===== src/rtl/bscan_local_mux.sv =====
// bscan_local_mux: multiplexes CHANNELS logical streams over one BSCANE2 USER
// data register. Each channel has its own transmit FIFO toward the JTAG host.
// A shared receive FIFO carries {chan,data} toward the fabric. When the
// receive FIFO is full, dropped frames are counted and flagged in-band.
module bscan_local_mux #(
  parameter int WIDTH    = 32,
  parameter int CHANNELS = 4,
  parameter int CW       = (CHANNELS > 1) ? $clog2(CHANNELS) : 1,
  parameter int TX_DEPTH = 4,
  parameter int RX_DEPTH = 8
) (
  input  logic             CLK,
  input  logic             nRST,
  input  logic             capture,
  input  logic             shift,
  input  logic             update,
  input  logic             TDI,
  output logic             TDO,
  input  logic             toBscan_enq__ENA,
  input  logic [WIDTH-1:0] toBscan_enq_v,
  input  logic [CW-1:0]    toBscan_enq_chan,
  output logic             toBscan_enq__RDY,
  output logic             fromBscan_enq__ENA,
  output logic [WIDTH-1:0] fromBscan_enq_v,
  output logic [CW-1:0]    fromBscan_enq_chan,
  input  logic             fromBscan_enq__RDY,
  output logic [15:0]      rx_drop_count
);

  localparam int L   = WIDTH + CW + 2;
  localparam int TXA = $clog2(TX_DEPTH);
  localparam int RXA = $clog2(RX_DEPTH);
  localparam int RXW = CW + WIDTH;
  localparam logic [TXA:0] TX_FULL  = (TXA + 1)'(TX_DEPTH);
  localparam logic [RXA:0] RX_FULL  = (RXA + 1)'(RX_DEPTH);
  localparam logic [CW:0]  CH_LIMIT = (CW + 1)'(CHANNELS);

  logic [L-1:0]     r_sr;
  logic [CW-1:0]    r_pollChan;
  logic             r_ovfSticky;
  logic [15:0]      r_dropCount;

  logic [WIDTH-1:0] r_txMem   [CHANNELS][TX_DEPTH];
  logic [TXA-1:0]   r_txRd    [CHANNELS];
  logic [TXA-1:0]   r_txWr    [CHANNELS];
  logic [TXA:0]     r_txCount [CHANNELS];

  logic [RXW-1:0]   r_rxMem   [RX_DEPTH];
  logic [RXA-1:0]   r_rxRd;
  logic [RXA-1:0]   r_rxWr;
  logic [RXA:0]     r_rxCount;

  // Only the highest-priority strobe acts: capture > shift > update.
  logic w_doCapture, w_doShift, w_doUpdate;
  assign w_doCapture = capture;
  assign w_doShift   = shift & ~capture;
  assign w_doUpdate  = update & ~capture & ~shift;

  // The polled channel's FIFO is popped into the frame whenever it has data.
  logic             w_pollNe, w_txPop;
  logic [WIDTH-1:0] w_txHead;
  assign w_pollNe = (r_txCount[r_pollChan] != '0);
  assign w_txHead = w_pollNe ? r_txMem[r_pollChan][r_txRd[r_pollChan]] : '0;
  assign w_txPop  = w_doCapture & w_pollNe;

  // A full FIFO still takes a push when the same entry is being popped.
  logic w_enqInRange, w_enqFull, w_txPush;
  assign w_enqInRange = ({1'b0, toBscan_enq_chan} < CH_LIMIT);
  assign w_enqFull    = w_enqInRange && (r_txCount[toBscan_enq_chan] == TX_FULL);
  assign w_txPush     = toBscan_enq__ENA & w_enqInRange &
                        (~w_enqFull | (w_txPop & (toBscan_enq_chan == r_pollChan)));
  assign toBscan_enq__RDY = w_enqInRange & ~w_enqFull;

  // Decoded fields of the host frame; an out-of-range channel voids the frame.
  logic             w_updValid, w_updInRange;
  logic [CW-1:0]    w_updChan;
  logic [WIDTH-1:0] w_updData;
  assign w_updValid   = r_sr[0];
  assign w_updChan    = r_sr[CW:1];
  assign w_updData    = r_sr[CW+WIDTH:CW+1];
  assign w_updInRange = ({1'b0, w_updChan} < CH_LIMIT);

  // Receive FIFO: a pop in the same cycle frees the slot for an update push.
  logic w_rxNe, w_rxFull, w_rxPop, w_rxPush, w_drop;
  assign w_rxNe   = (r_rxCount != '0);
  assign w_rxFull = (r_rxCount == RX_FULL);
  assign w_rxPop  = w_rxNe & fromBscan_enq__RDY;
  assign w_rxPush = w_doUpdate & w_updInRange & w_updValid & (~w_rxFull | w_rxPop);
  assign w_drop   = w_doUpdate & w_updInRange & w_updValid & w_rxFull & ~w_rxPop;

  assign TDO                = r_sr[0];
  assign fromBscan_enq__ENA = w_rxNe;
  assign {fromBscan_enq_chan, fromBscan_enq_v} = r_rxMem[r_rxRd];
  assign rx_drop_count      = r_dropCount;

  // Scan register: parallel load on capture, LSB-first shift otherwise.
  always_ff @(posedge CLK) begin
    if (nRST) begin
      r_sr <= '0;
    end else if (w_doCapture) begin
      r_sr <= {r_ovfSticky, w_txHead, r_pollChan, w_pollNe};
    end else if (w_doShift) begin
      r_sr <= {TDI, r_sr[L-1:1]};
    end
  end

  // Poll channel, overflow flag and saturating drop counter.
  always_ff @(posedge CLK) begin
    if (nRST) begin
      r_pollChan  <= '0;
      r_ovfSticky <= 1'b0;
      r_dropCount <= '0;
    end else begin
      if (w_doUpdate && w_updInRange) begin
        r_pollChan <= w_updChan;
      end
      if (w_drop) begin
        r_ovfSticky <= 1'b1;
      end else if (w_doCapture) begin
        r_ovfSticky <= 1'b0;
      end
      if (w_drop && (r_dropCount != 16'hFFFF)) begin
        r_dropCount <= r_dropCount + 16'd1;
      end
    end
  end

  // Transmit FIFO pointers and occupancy, one set per channel.
  always_ff @(posedge CLK) begin
    if (nRST) begin
      for (int c = 0; c < CHANNELS; c++) begin
        r_txRd[c]    <= '0;
        r_txWr[c]    <= '0;
        r_txCount[c] <= '0;
      end
    end else begin
      for (int c = 0; c < CHANNELS; c++) begin
        if (w_txPush && (toBscan_enq_chan == CW'(c))) begin
          r_txWr[c] <= r_txWr[c] + 1'b1;
        end
        if (w_txPop && (r_pollChan == CW'(c))) begin
          r_txRd[c] <= r_txRd[c] + 1'b1;
        end
        if ((w_txPush && (toBscan_enq_chan == CW'(c))) && !(w_txPop && (r_pollChan == CW'(c)))) begin
          r_txCount[c] <= r_txCount[c] + 1'b1;
        end else if (!(w_txPush && (toBscan_enq_chan == CW'(c))) && (w_txPop && (r_pollChan == CW'(c)))) begin
          r_txCount[c] <= r_txCount[c] - 1'b1;
        end
      end
    end
  end

  // Transmit FIFO storage; contents need no reset since occupancy gates reads.
  always_ff @(posedge CLK) begin
    if (w_txPush) begin
      r_txMem[toBscan_enq_chan][r_txWr[toBscan_enq_chan]] <= toBscan_enq_v;
    end
  end

  // Receive FIFO pointers and occupancy.
  always_ff @(posedge CLK) begin
    if (nRST) begin
      r_rxRd    <= '0;
      r_rxWr    <= '0;
      r_rxCount <= '0;
    end else begin
      if (w_rxPush) begin
        r_rxWr <= r_rxWr + 1'b1;
      end
      if (w_rxPop) begin
        r_rxRd <= r_rxRd + 1'b1;
      end
      if (w_rxPush && !w_rxPop) begin
        r_rxCount <= r_rxCount + 1'b1;
      end else if (!w_rxPush && w_rxPop) begin
        r_rxCount <= r_rxCount - 1'b1;
      end
    end
  end

  // Receive FIFO storage.
  always_ff @(posedge CLK) begin
    if (w_rxPush) begin
      r_rxMem[r_rxWr] <= {w_updChan, w_updData};
    end
  end

endmodule


===== config.mk =====
export PLATFORM = sky130hd
export DESIGN_NAME = bscan_local_mux
export DESIGN_NICKNAME = d
export VERILOG_FILES = /design/src/rtl/bscan_local_mux.sv
export SDC_FILE = /design/constraint.sdc
export NUM_CORES = 1
export LEC_CHECK = 0
export CORE_MARGIN = 1.5
export CORE_UTILIZATION = 40
export CTS_BUF_LIST = sky130_fd_sc_hd__clkbuf_8
export DETAILED_ROUTE_END_ITERATION = 8
export PLACE_DENSITY_LB_ADDON = 0.2
export SLEW_MARGIN = 25
export SYNTH_ARGS = -nofsm -noshare
export SYNTH_HDL_FRONTEND = slang
export SYNTH_SLANG_ARGS = --single-unit

===== constraint.sdc =====
create_clock -name CLK -period 6.8 [get_ports CLK]
set_input_delay 1.36 -clock CLK [delete_from_list [all_inputs] [get_ports CLK]]
set_output_delay 1.36 -clock CLK [all_outputs]
set_load 0.1 [all_outputs]

After elaboration in Yosys (flattened, before gate mapping)
Memory sizes are Yosys's and may differ from the RTL's. A register that Yosys moved wholly into a read port is not among the register bits.
Index checks and enable logic that the tools add are counted.
{ "totals": {"regBits": 65, "mem_bits_rw": 812, "inputBits": 42, "out_inout_bits": 53, "wordCells": 213, "mem_count": 5} }
{ "classes": {"n_addsub": 21, "order_cmp": 3, "eq_ne": 10, "mux": 94, "bitwise_logic": 36, "n_reduce_logical": 37} }
{ "mem_list": {"columns": ["memory", "depth", "width", "read_ports", "rd_clocked_by_memory_dff", "wr", "line_no", "text"], "rows": [
  ["r_txMem", 4, 128, 1, 1, 1, "43", "logic [WIDTH-1:0] r_txMem [CHANNELS][TX_DEPTH];"],
  ["r_rxMem", 8, 34, 1, 1, 1, "48", "logic [RXW-1:0] r_rxMem [RX_DEPTH];"],
  ["r_txCount", 4, 3, 6, 1, 4, "46", "logic [TXA:0] r_txCount [CHANNELS];"],
  ["r_txRd", 4, 2, 5, 1, 4, "44", "logic [TXA-1:0] r_txRd [CHANNELS];"],
  ["r_txWr", 4, 2, 5, 0, 4, "45", "logic [TXA-1:0] r_txWr [CHANNELS];"]
]} }
{ "ops": {"columns": ["cell", "n"], "rows": [
  ["$mux W128", 1],
  ["$mux W32", 4],
  ["$mux W36", 2],
  ["$bmux W32 S2", 1],
  ["$demux W32 S2", 1],
  ["$mux W1", 59],
  ["$mux W3", 10],
  ["$mux W2", 14],
  ["$logic_and A1 B1 Y1", 20],
  ["$add A3 B1 Y3 const B", 6],
  ["$or A1 B1 Y1", 18],
  ["$add A16 B1 Y16 const B", 1],
  ["$add A2 B1 Y2 const B", 8],
  ["$ne A16 B16 Y1 const B", 1],
  ["$sub A3 B1 Y3 const B", 4],
  ["$and A1 B1 Y1", 11],
  ["$logic_not A1 Y1", 10],
  ["$eq A2 B2 Y1 const B", 4],
  ["$mux W4", 2],
  ["$ge A3 B3 Y1 const B", 2],
  ["$not A2 Y3", 2],
  ["$reduce_bool A2 Y1", 3],
  ["$not A1 Y1", 5],
  ["$add A4 B1 Y4 const B", 1],
  ["9 further kinds", 11]
]} }

Longest topological paths before layout
Gate-level depths: netlist (run 1).
{ "logic_depth": {"depth_word": 13, "depth_mapped": 12, "ltp_nobuf": 11} }

Worst setup path before layout (run 1)
OpenSTA, ideal clock, no wires.
{ "synth_path": {"path_kind": "in2reg", "from": "input toBscan_enq_chan[0]", "to": "memory r_txMem[0][0] in the netlist's numbering, enable pin", "setup_ps": 461, "arrival_ps": 5309, "t_required_ps": 6339, "slack_ps": 1030, "cell_stages": 7, "path_buffers": 2, "cell_sequence": "buf_4 inv_2 mux4_2 nand2_2 o21ai_1 clkbuf_1 nor3_1"} }
{ "synth_via": {"elab_chain_cells": 7, "elab_cells_between_ends": 16, "cone_classes": "order compare (2); eq/ne (2); mux (4); bitwise (5); reduce/logical (1); memory (2)"} }
{ "synth_rtl": {"columns": ["item", "line_no", "text"], "rows": [
  ["start, declared", "21", "input logic [CW-1:0] toBscan_enq_chan,"],
  ["$mem_v2 Z4 W3", null, null],
  ["$eq A3 B3 Y1", "69", "assign w_enqFull = w_enqInRange && (r_txCount[toBscan_enq_chan] == TX_FULL);"],
  ["$not A1 Y1", null, null],
  ["net toBscan_enq__RDY", "22", "output logic toBscan_enq__RDY,"],
  ["$or A1 B1 Y1", "71", "(~w_enqFull | (w_txPop & (toBscan_enq_chan == r_pollChan)));"],
  ["$and A1 B1 Y1", "70", "assign w_txPush = toBscan_enq__ENA & w_enqInRange &"],
  ["$mux W1", "155", "if (w_txPush) begin"],
  ["$mux W128 (not written as such)", "156", "r_txMem[toBscan_enq_chan][r_txWr[toBscan_enq_chan]] <= toBscan_enq_v;"],
  ["end, declared", "43", null]
]} }
The timed path passes the listed nets, and every way through them passes these cells.

Final worst setup path (run 1)
{ "layout_path": {"from": "input toBscan_enq_chan[0]", "to": "output toBscan_enq__RDY"} }
{ "layout_via": {"elab_chain_cells": 3} }
{ "layout_rtl": {"columns": ["item", "line_no", "text"], "rows": [
  ["$mem_v2 Z4 W3", null, null],
  ["$eq A3 B3 Y1", "69", null],
  ["$not A1 Y1", "72", "assign toBscan_enq__RDY = w_enqInRange & ~w_enqFull;"],
  ["end, declared", "22", null]
]} }
No other way between the ends.

==> results of run 1 <==
[logic make-up after synthesis]
logic type,after synthesis,synth area share
AOI/OAI and AO/OA,195,0.0344
DFF,882,0.742
muxes,271,0.153
xor gates and xnor gates,36,0.00908
buffers and inverters,149,0.0215
and+or+nand+nor,217,0.0350
adders and majority gates,12,0.00519
[worst min-delay path by stage]
stage	end	cells after the start	from	slack, ns
4_1_cts	flop	2	r_rxRd[1]	0.50
5_1_grt	r_ovfSticky	2	r_ovfSticky	0.52
6_report	r_ovfSticky	2	r_ovfSticky	0.49
3_5_place_dp	r_ovfSticky	2	r_ovfSticky	0.49
3_3_place_gp	r_ovfSticky	2	r_ovfSticky	0.46
2_1_floorplan	r_ovfSticky	2	r_ovfSticky	0.45
[sequential cells by signal, indices dropped and copies added (netlist names), 4 cells and up, named ones only]
register       cells
r_rxCount          4
r_txCount         12
r_rxMem          272
rx_drop_count     16
r_sr              36
r_txRd             8
r_txWr             8
r_txMem          512
[final cells by class]
cell class	instances	area share
Multi-Input combinational cell	731	0.211
Timing Repair Buffer	132	0.0311
Sequential cell	882	0.650
Clock buffer	156	0.0541
Antenna cell	3	0.000189
Tap cell	1144	0.0361
Inverter	50	0.00473
Clock inverter	101	0.0128
[power groups by stage]
stage	Clock (mW)	Combinational, mW	Sequential (mW)
after floorplan	0	1.16	6.24
after global placement	0	1.49	6.33
after detailed placement	0	1.52	6.34
after CTS	4.39	1.52	6.23
after global routing	4.60	1.60	6.25
final	4.23	1.50	6.22
[cell usage in the layout, fill, tap and decap left out, types with 17 or more instances in the layout]
cell / n
clkbuf_8: 156
clkdlybuf4s50_1: 91
nor2_1: 39
a21oi_1: 111
mux2i_1: 35
clkinv_1: 23
a211oi_1: 66
nor3_1: 19
buf_4: 36
edfxtp_1: 812
mux2_2: 34
xor2_1: 19
mux4_2: 196
inv_1: 102
dfxtp_1: 65
nand2b_1: 19
nor2b_1: 34
xnor2_1: 17
nand2_1: 19
nor3_2: 18
[layer usage]
metal	track usage	vias up	part of all wire
met5	0	-	0.00071
met4	0.0594	8	0.023
met3	0.0322	137	0.046
met2	0.285	409	0.50
met1	0.219	8939	0.43
li1	-	7563	-
[critical path, cell delays in order]
cell             delay [ns]
clkdlybuf4s50_1        0.66
inv_2                  0.22
mux4_2                 0.52
nand2_2                0.14
clkdlybuf4s50_1        1.17
[stage by stage]
step | hold WS (ns) | power (mW) | setup WS, ns | utilization | cell area (um2)
after floorplan | 0.451 | 7.40 | 1.03 | - | 34700
after global placement | 0.462 | 7.82 | 1.43 | 0.432 | 37000
after detailed placement | 0.491 | 7.86 | 1.36 | 0.432 | 37000
after CTS | 0.499 | 12.1 | 1.20 | 0.464 | 39700
after global routing | 0.518 | 12.4 | 1.17 | 0.464 | 39700
final | 0.489 | 12.0 | 1.36 | 0.464 | 39700
==> impl_metrics.prom, run 1 <==
# TYPE chip_impl_metric gauge
chip_impl_metric{name="post_dr_vias_cell",unit=""} 5.33
chip_impl_info{name="worst-setup-path-type",value="input pin to primary output"} 1
chip_impl_metric{name="max_freq",unit="MHz"} 184
chip_impl_metric{name="initial_util",unit=""} 0.406
chip_impl_info{name="crit_end",value="toBscan_enq__RDY"} 1
chip_impl_metric{name="ff_latch_area",unit="mm2"} 0.0258
chip_impl_metric{name="p_comb_frac",unit=""} 0.126
chip_impl_metric{name="final-instance-count-excl-fill",unit=""} 3199
chip_impl_info{name="yosysMostFrequentCell",value="edfxtp_1"} 1
chip_impl_metric{name="fin_skew",unit="ns"} 0.0437
chip_impl_metric{name="power.internal",unit="mW"} 8.75
chip_impl_metric{name="clock_path_buffers",unit=""} 3
chip_impl_metric{name="worst-r2r-cell-count",unit=""} 11
chip_impl_metric{name="cts_max_level",unit=""} 4
chip_impl_metric{name="cts.reportedPaths.clkPinSlew",unit="ns"} 0.06
chip_impl_metric{name="max-vdd-ir-drop",unit="uV"} 196
chip_impl_metric{name="synth-async-reset-ratio",unit=""} 0
chip_impl_metric{name="drc_errors",unit=""} 0
chip_impl_metric{name="via_count_of_the_first_global_routing_pass",unit=""} 18119
chip_impl_metric{name="design.die.area",unit="mm2"} 0.0886
chip_impl_metric{name="post_drt_wl_per_cell",unit="um"} 23.2
chip_impl_metric{name="count_of_max_cap_constraint_violations",unit=""} 0
chip_impl_metric{name="drtAntennaViolNets",unit=""} 0
chip_impl_metric{name="count_of_vias_placed_by_the_detailed_router",unit=""} 17056
chip_impl_metric{name="clockPowerShare",unit=""} 0.354
chip_impl_metric{name="ios",unit=""} 95
chip_impl_metric{name="grt_max_degree",unit=""} 112
chip_impl_metric{name="clock_latency",unit="ns"} 0.79
chip_impl_metric{name="synth_top_cell_area_share",unit=""} 0.702
chip_impl_info{name="cp-end-kind",value="primary output"} 1
chip_impl_metric{name="syn-num-nets",unit=""} 1816
chip_impl_metric{name="gp_routability_congestion",unit=""} 0.727
chip_impl_metric{name="final_net_count",unit=""} 2000
chip_impl_metric{name="detailed_placer_s_ending_hpwl",unit="um"} 40100
chip_impl_info{name="root_buffer_selected_by_cts",value="clkbuf_8"} 1
chip_impl_metric{name="die_w",unit="um"} 298
chip_impl_metric{name="final.setup.tns",unit="ns"} 0
chip_impl_metric{name="area_growth_syn_to_fin",unit="%"} 14.2
chip_impl_metric{name="num_rows",unit=""} 107
chip_impl_info{name="timing.critical_path.from_type",value="input pin"} 1
chip_impl_metric{name="power.static_leakage",unit="nW"} 12.3
chip_impl_metric{name="multi_input_area",unit="mm2"} 0.00835
chip_impl_metric{name="timing_hold_violations_final",unit=""} 0
chip_impl_metric{name="postRouteWirelength",unit="um"} 74400
chip_impl_metric{name="detailedRoute.firstPassIterationCount",unit=""} 5
chip_impl_metric{name="reg2reg_slack",unit="ns"} 2.90
chip_impl_metric{name="drt_first_iter_violations",unit=""} 1149
chip_impl_metric{name="netlist_instances",unit=""} 1762
chip_impl_metric{name="grtUsageTotal",unit=""} 0.169
chip_impl_metric{name="synth_area",unit="mm2"} 0.0347
chip_impl_metric{name="synth-edff-count",unit=""} 812
chip_impl_metric{name="fp.coreArea",unit="mm2"} 0.0855
chip_impl_info{name="run_status",value="finished clean"} 1
chip_impl_metric{name="cts-buffers-inserted",unit=""} 149
chip_impl_metric{name="swShare",unit=""} 0.269
chip_impl_metric{name="floorplan.die.height",unit="um"} 298
chip_impl_metric{name="post_cts_buffers",unit=""} 0
chip_impl_metric{name="grt_antenna_before_repair",unit=""} 7
chip_impl_metric{name="port_buffers",unit=""} 94
chip_impl_info{name="startpoint",value="toBscan_enq_chan[0]"} 1
chip_impl_metric{name="synth_seq_cells",unit=""} 882
chip_impl_metric{name="timing.critical_path.required",unit="ns"} 5.44
chip_impl_info{name="synthDominantAreaCellType",value="edfxtp_1"} 1
chip_impl_info{name="ys.flop_type",value="edfxtp_1"} 1
chip_impl_metric{name="syn_avg_cell_area",unit="um2"} 19.7
chip_impl_metric{name="numPlacedInstances",unit=""} 2939
chip_impl_metric{name="power_per_cell_area",unit="mW/mm2"} 301
chip_impl_metric{name="synth_sequential_area_ratio",unit=""} 0.742
chip_impl_metric{name="layout.filler_cells",unit=""} 7236
chip_impl_metric{name="timing.critical_path.arrival",unit="ns"} 4.08
chip_impl_info{name="endpoint_of_the_worst_slack_reg_to_reg_timing_path",value="r_txCount[2][2]"} 1
chip_impl_metric{name="clock_sink_count",unit=""} 882
chip_impl_metric{name="drive_above_1_share",unit=""} 0.246
chip_impl_info{name="hp-class",value="flop to flop"} 1
chip_impl_metric{name="worst_slew_pin_slew",unit="ns"} 1.00
chip_impl_metric{name="grt_overflow",unit=""} 0
chip_impl_metric{name="max-slew-margin-rel",unit=""} 0.331
chip_impl_info{name="yosys-top-cells-area",value="edfxtp_1, mux4_2, dfxtp_1"} 1
chip_impl_info{name="synth_top_cells_by_count",value="edfxtp_1, mux4_2, a21oi_1"} 1
chip_impl_metric{name="finalWorstPathRequiredPeriod",unit="ns"} 5.44
chip_impl_metric{name="final-max-slew-violation-count",unit=""} 0
chip_impl_metric{name="net_switching_power",unit="mW"} 3.21
chip_impl_metric{name="grt_first_pass_wirelength",unit="um"} 112000
chip_impl_metric{name="period_share",unit=""} 0.799
chip_impl_metric{name="path_max_fanout",unit=""} 9
chip_impl_metric{name="synth-warning-count",unit=""} 0
chip_impl_metric{name="synthDistinctLibCells",unit=""} 57
chip_impl_metric{name="cts_resized",unit=""} 0
chip_impl_info{name="unrepaired_setup_endpoints_after_global_routing",value="false"} 1
chip_impl_metric{name="final-setup-viol-count",unit=""} 0
chip_impl_metric{name="cts-hold-fix-buffers",unit=""} 0
chip_impl_info{name="cts_tree",value="done"} 1
chip_impl_metric{name="power_frac_seq",unit=""} 0.520
(Power assumes the default switching activity.)
==> run 2, diff against run 1 <==
clock period = 4.8 ns   (was 6.8 ns; I/O delays follow)
==> run 2 against run 1 <==
Compared with the run above:
- cell area is 0.66% higher
- worst hold slack worse by 0.0086 ns
- register-to-register slack worse by 1.4 ns
- utilization is 0.30 points higher
- sequential share of layout area is 0.42 points lower
- critical path type is now flop to primary output
==> impl_metrics.prom, run 2 (synthesis results as in run 1) <==
# TYPE chip_impl_metric gauge
chip_impl_info{name="hp-class",value="flop to flop"} 1
chip_impl_metric{name="grt_antenna_before_repair",unit=""} 4
chip_impl_metric{name="clock_path_buffers",unit=""} 3
chip_impl_metric{name="placedInstanceArea",unit="mm2"} 0.0372
chip_impl_metric{name="cts-hold-fix-buffers",unit=""} 0
chip_impl_metric{name="cts.reportedPaths.clkPinSlew",unit="ns"} 0.05
chip_impl_info{name="cp-end-kind",value="primary output"} 1
chip_impl_metric{name="post_dr_vias_cell",unit=""} 5.28
chip_impl_metric{name="fp.coreArea",unit="mm2"} 0.0855
chip_impl_metric{name="drt_first_iter_violations",unit=""} 1104
chip_impl_metric{name="path_max_fanout",unit=""} 32
chip_impl_metric{name="max-slew-margin-rel",unit=""} 0.327
chip_impl_metric{name="drc_errors",unit=""} 0
chip_impl_metric{name="max-vdd-ir-drop",unit="uV"} 244
chip_impl_metric{name="grt_first_pass_wirelength",unit="um"} 109000
chip_impl_metric{name="num_rows",unit=""} 107
chip_impl_metric{name="grt_max_degree",unit=""} 129
chip_impl_metric{name="cts-buffers-inserted",unit=""} 149
chip_impl_metric{name="numPlacedInstances",unit=""} 2953
chip_impl_metric{name="postRouteWirelength",unit="um"} 72300
chip_impl_metric{name="initial_util",unit=""} 0.406
chip_impl_metric{name="cts_max_level",unit=""} 4
chip_impl_metric{name="power_per_cell_area",unit="mW/mm2"} 429
chip_impl_metric{name="port_buffers",unit=""} 94
chip_impl_info{name="leading_cell_type_in_the_layout_fill_and_taps_excluded",value="edfxtp_1"} 1
chip_impl_metric{name="fin_skew",unit="ns"} 0.0386
chip_impl_info{name="slowest_stage",value="clkdlybuf4s50_1"} 1
chip_impl_info{name="crit_chain",value="buf_12, mux4_2, mux2_2, clkdlybuf4s50_1"} 1
chip_impl_metric{name="worst_slew_pin_slew",unit="ns"} 1.01
chip_impl_metric{name="gp_routability_congestion",unit=""} 0.762
chip_impl_info{name="topRoutingLayerUsed",value="met5"} 1
chip_impl_metric{name="post_cts_buffers",unit=""} 0
chip_impl_info{name="worst-setup-path-type",value="flop to primary output"} 1
chip_impl_metric{name="via_count_of_the_first_global_routing_pass",unit=""} 17987
chip_impl_metric{name="grtUsageTotal",unit=""} 0.164
chip_impl_metric{name="drtAntennaViolNets",unit=""} 0
chip_impl_metric{name="wl_met2",unit="um"} 35900
chip_impl_metric{name="timing.critical_path.arrival",unit="ns"} 3.47
chip_impl_metric{name="max_freq",unit="MHz"} 226
chip_impl_metric{name="detailed_placer_s_ending_hpwl",unit="um"} 40600
chip_impl_info{name="unrepaired_setup_endpoints_after_global_routing",value="false"} 1
chip_impl_metric{name="largest_register_ff_count",unit=""} 512
chip_impl_metric{name="power.static_leakage",unit="nW"} 12.5
chip_impl_metric{name="count_of_max_cap_constraint_violations",unit=""} 0
chip_impl_metric{name="count_of_vias_placed_by_the_detailed_router",unit=""} 17013
chip_impl_info{name="cts_tree",value="done"} 1
chip_impl_metric{name="fin_total_pwr",unit="mW"} 17.1
chip_impl_metric{name="final_design_area_no_fill",unit="mm2"} 0.0399
chip_impl_metric{name="reg2reg_slack",unit="ns"} 1.47
chip_impl_metric{name="detailedRoute.firstPassIterationCount",unit=""} 5
chip_impl_metric{name="period_share",unit=""} 0.922
chip_impl_metric{name="clock_sink_count",unit=""} 882
chip_impl_info{name="run_status",value="finished clean"} 1
chip_impl_metric{name="area_growth_syn_to_fin",unit="%"} 14.9
chip_impl_metric{name="timing_hold_violations_final",unit=""} 0
chip_impl_metric{name="design.die.area",unit="mm2"} 0.0886
chip_impl_metric{name="clock_latency",unit="ns"} 0.78
chip_impl_metric{name="finalWorstPathRequiredPeriod",unit="ns"} 4.43
chip_impl_info{name="commonest_cells_after_routing_fill_and_taps_aside",value="edfxtp_1, mux4_2, clkbuf_8"} 1
chip_impl_metric{name="drive_above_1_share",unit=""} 0.254
chip_impl_metric{name="drt-met1-wl",unit="um"} 32200
chip_impl_metric{name="grt_overflow",unit=""} 0
chip_impl_metric{name="post_drt_wl_per_cell",unit="um"} 22.4
chip_impl_metric{name="floorplan.die.height",unit="um"} 298
chip_impl_metric{name="critical-path-max-stage-delay",unit="ns"} 0.97
chip_impl_metric{name="final_core_util",unit=""} 0.467
chip_impl_metric{name="final-max-slew-violation-count",unit=""} 0
chip_impl_metric{name="ios",unit=""} 95
chip_impl_metric{name="final-setup-viol-count",unit=""} 0
chip_impl_metric{name="final.setup.tns",unit="ns"} 0
chip_impl_info{name="root_buffer_selected_by_cts",value="clkbuf_8"} 1
chip_impl_info{name="timing.critical_path.from_type",value="flop"} 1
chip_impl_metric{name="cts_resized",unit=""} 0
chip_impl_metric{name="final-instance-count-excl-fill",unit=""} 3221
chip_impl_metric{name="die_w",unit="um"} 298
chip_impl_metric{name="wl_met3",unit="um"} 2900
chip_impl_metric{name="timing.critical_path.required",unit="ns"} 3.84
chip_impl_metric{name="final_net_count",unit=""} 2014
==> run 2: cell count changes in the layout (fill, tap and decap cells not counted), sizes merged <==
cell,before,now
bufinv,1,4
clkinv,35,39
clkinvlp,7,2
clkdlybuf4s50,91,76
buf,41,70
inv,108,115
diode,3,2
==> run 2: cell type report <==
class / instances / area, um2
antenna: 2 / 5.00
tap: 1144 / 1430
sequential: 882 / 25800
clock inverter: 110 / 598
clock buffer: 156 / 2150
timing repair buffer: 146 / 1360
inverter: 50 / 188
multi-input combinational: 731 / 8400
fill: 7185 / 45600
==> run 2: per-stage QoR <==
step	setup slack, ns	hold WS [ns]
2_1_floorplan	-0.570	0.451
3_3_place_gp	0.692	0.458
3_5_place_dp	0.645	0.474
4_1_cts	0.236	0.453
5_1_grt	0.195	0.511
6_report	0.372	0.481
==> run 2: worst max-delay path: cells and delay by family (launching register included) <==
| kind | cells | cell delay, ns |
|---|---|---|
| buffers and inverters | 2 | 1.29 |
| flip-flops | 1 | 0.55 |
| multiplexers | 2 | 0.85 |
==> run 2: path summary, 6_finish.rpt <==
kind	from	end	cells past startpoint
max reg2reg	flop	r_txCount[0][2]	9
min	r_ovfSticky	r_ovfSticky	2
max	flop	fromBscan_enq_v[19]	4
min reg2reg	r_ovfSticky	r_ovfSticky	2
==> run 2: where the power goes <==
group / internal [mW] / leakage [nW] / total [mW] / switching, mW
Sequential: 8.60 / 7.99 / 8.75 / 0.157
Combinational: 0.741 / 2.92 / 2.21 / 1.47
Clock: 3.24 / 1.60 / 6.16 / 2.92
==> run 2: layer usage <==
| layer | track usage | up-vias |
|---|---|---|
| li1 | - | 7610 |
| met1 | 0.217 | 8951 |
| met2 | 0.273 | 350 |
| met3 | 0.0291 | 100 |
| met4 | 0.0589 | 2 |
| met5 | 0 | - |
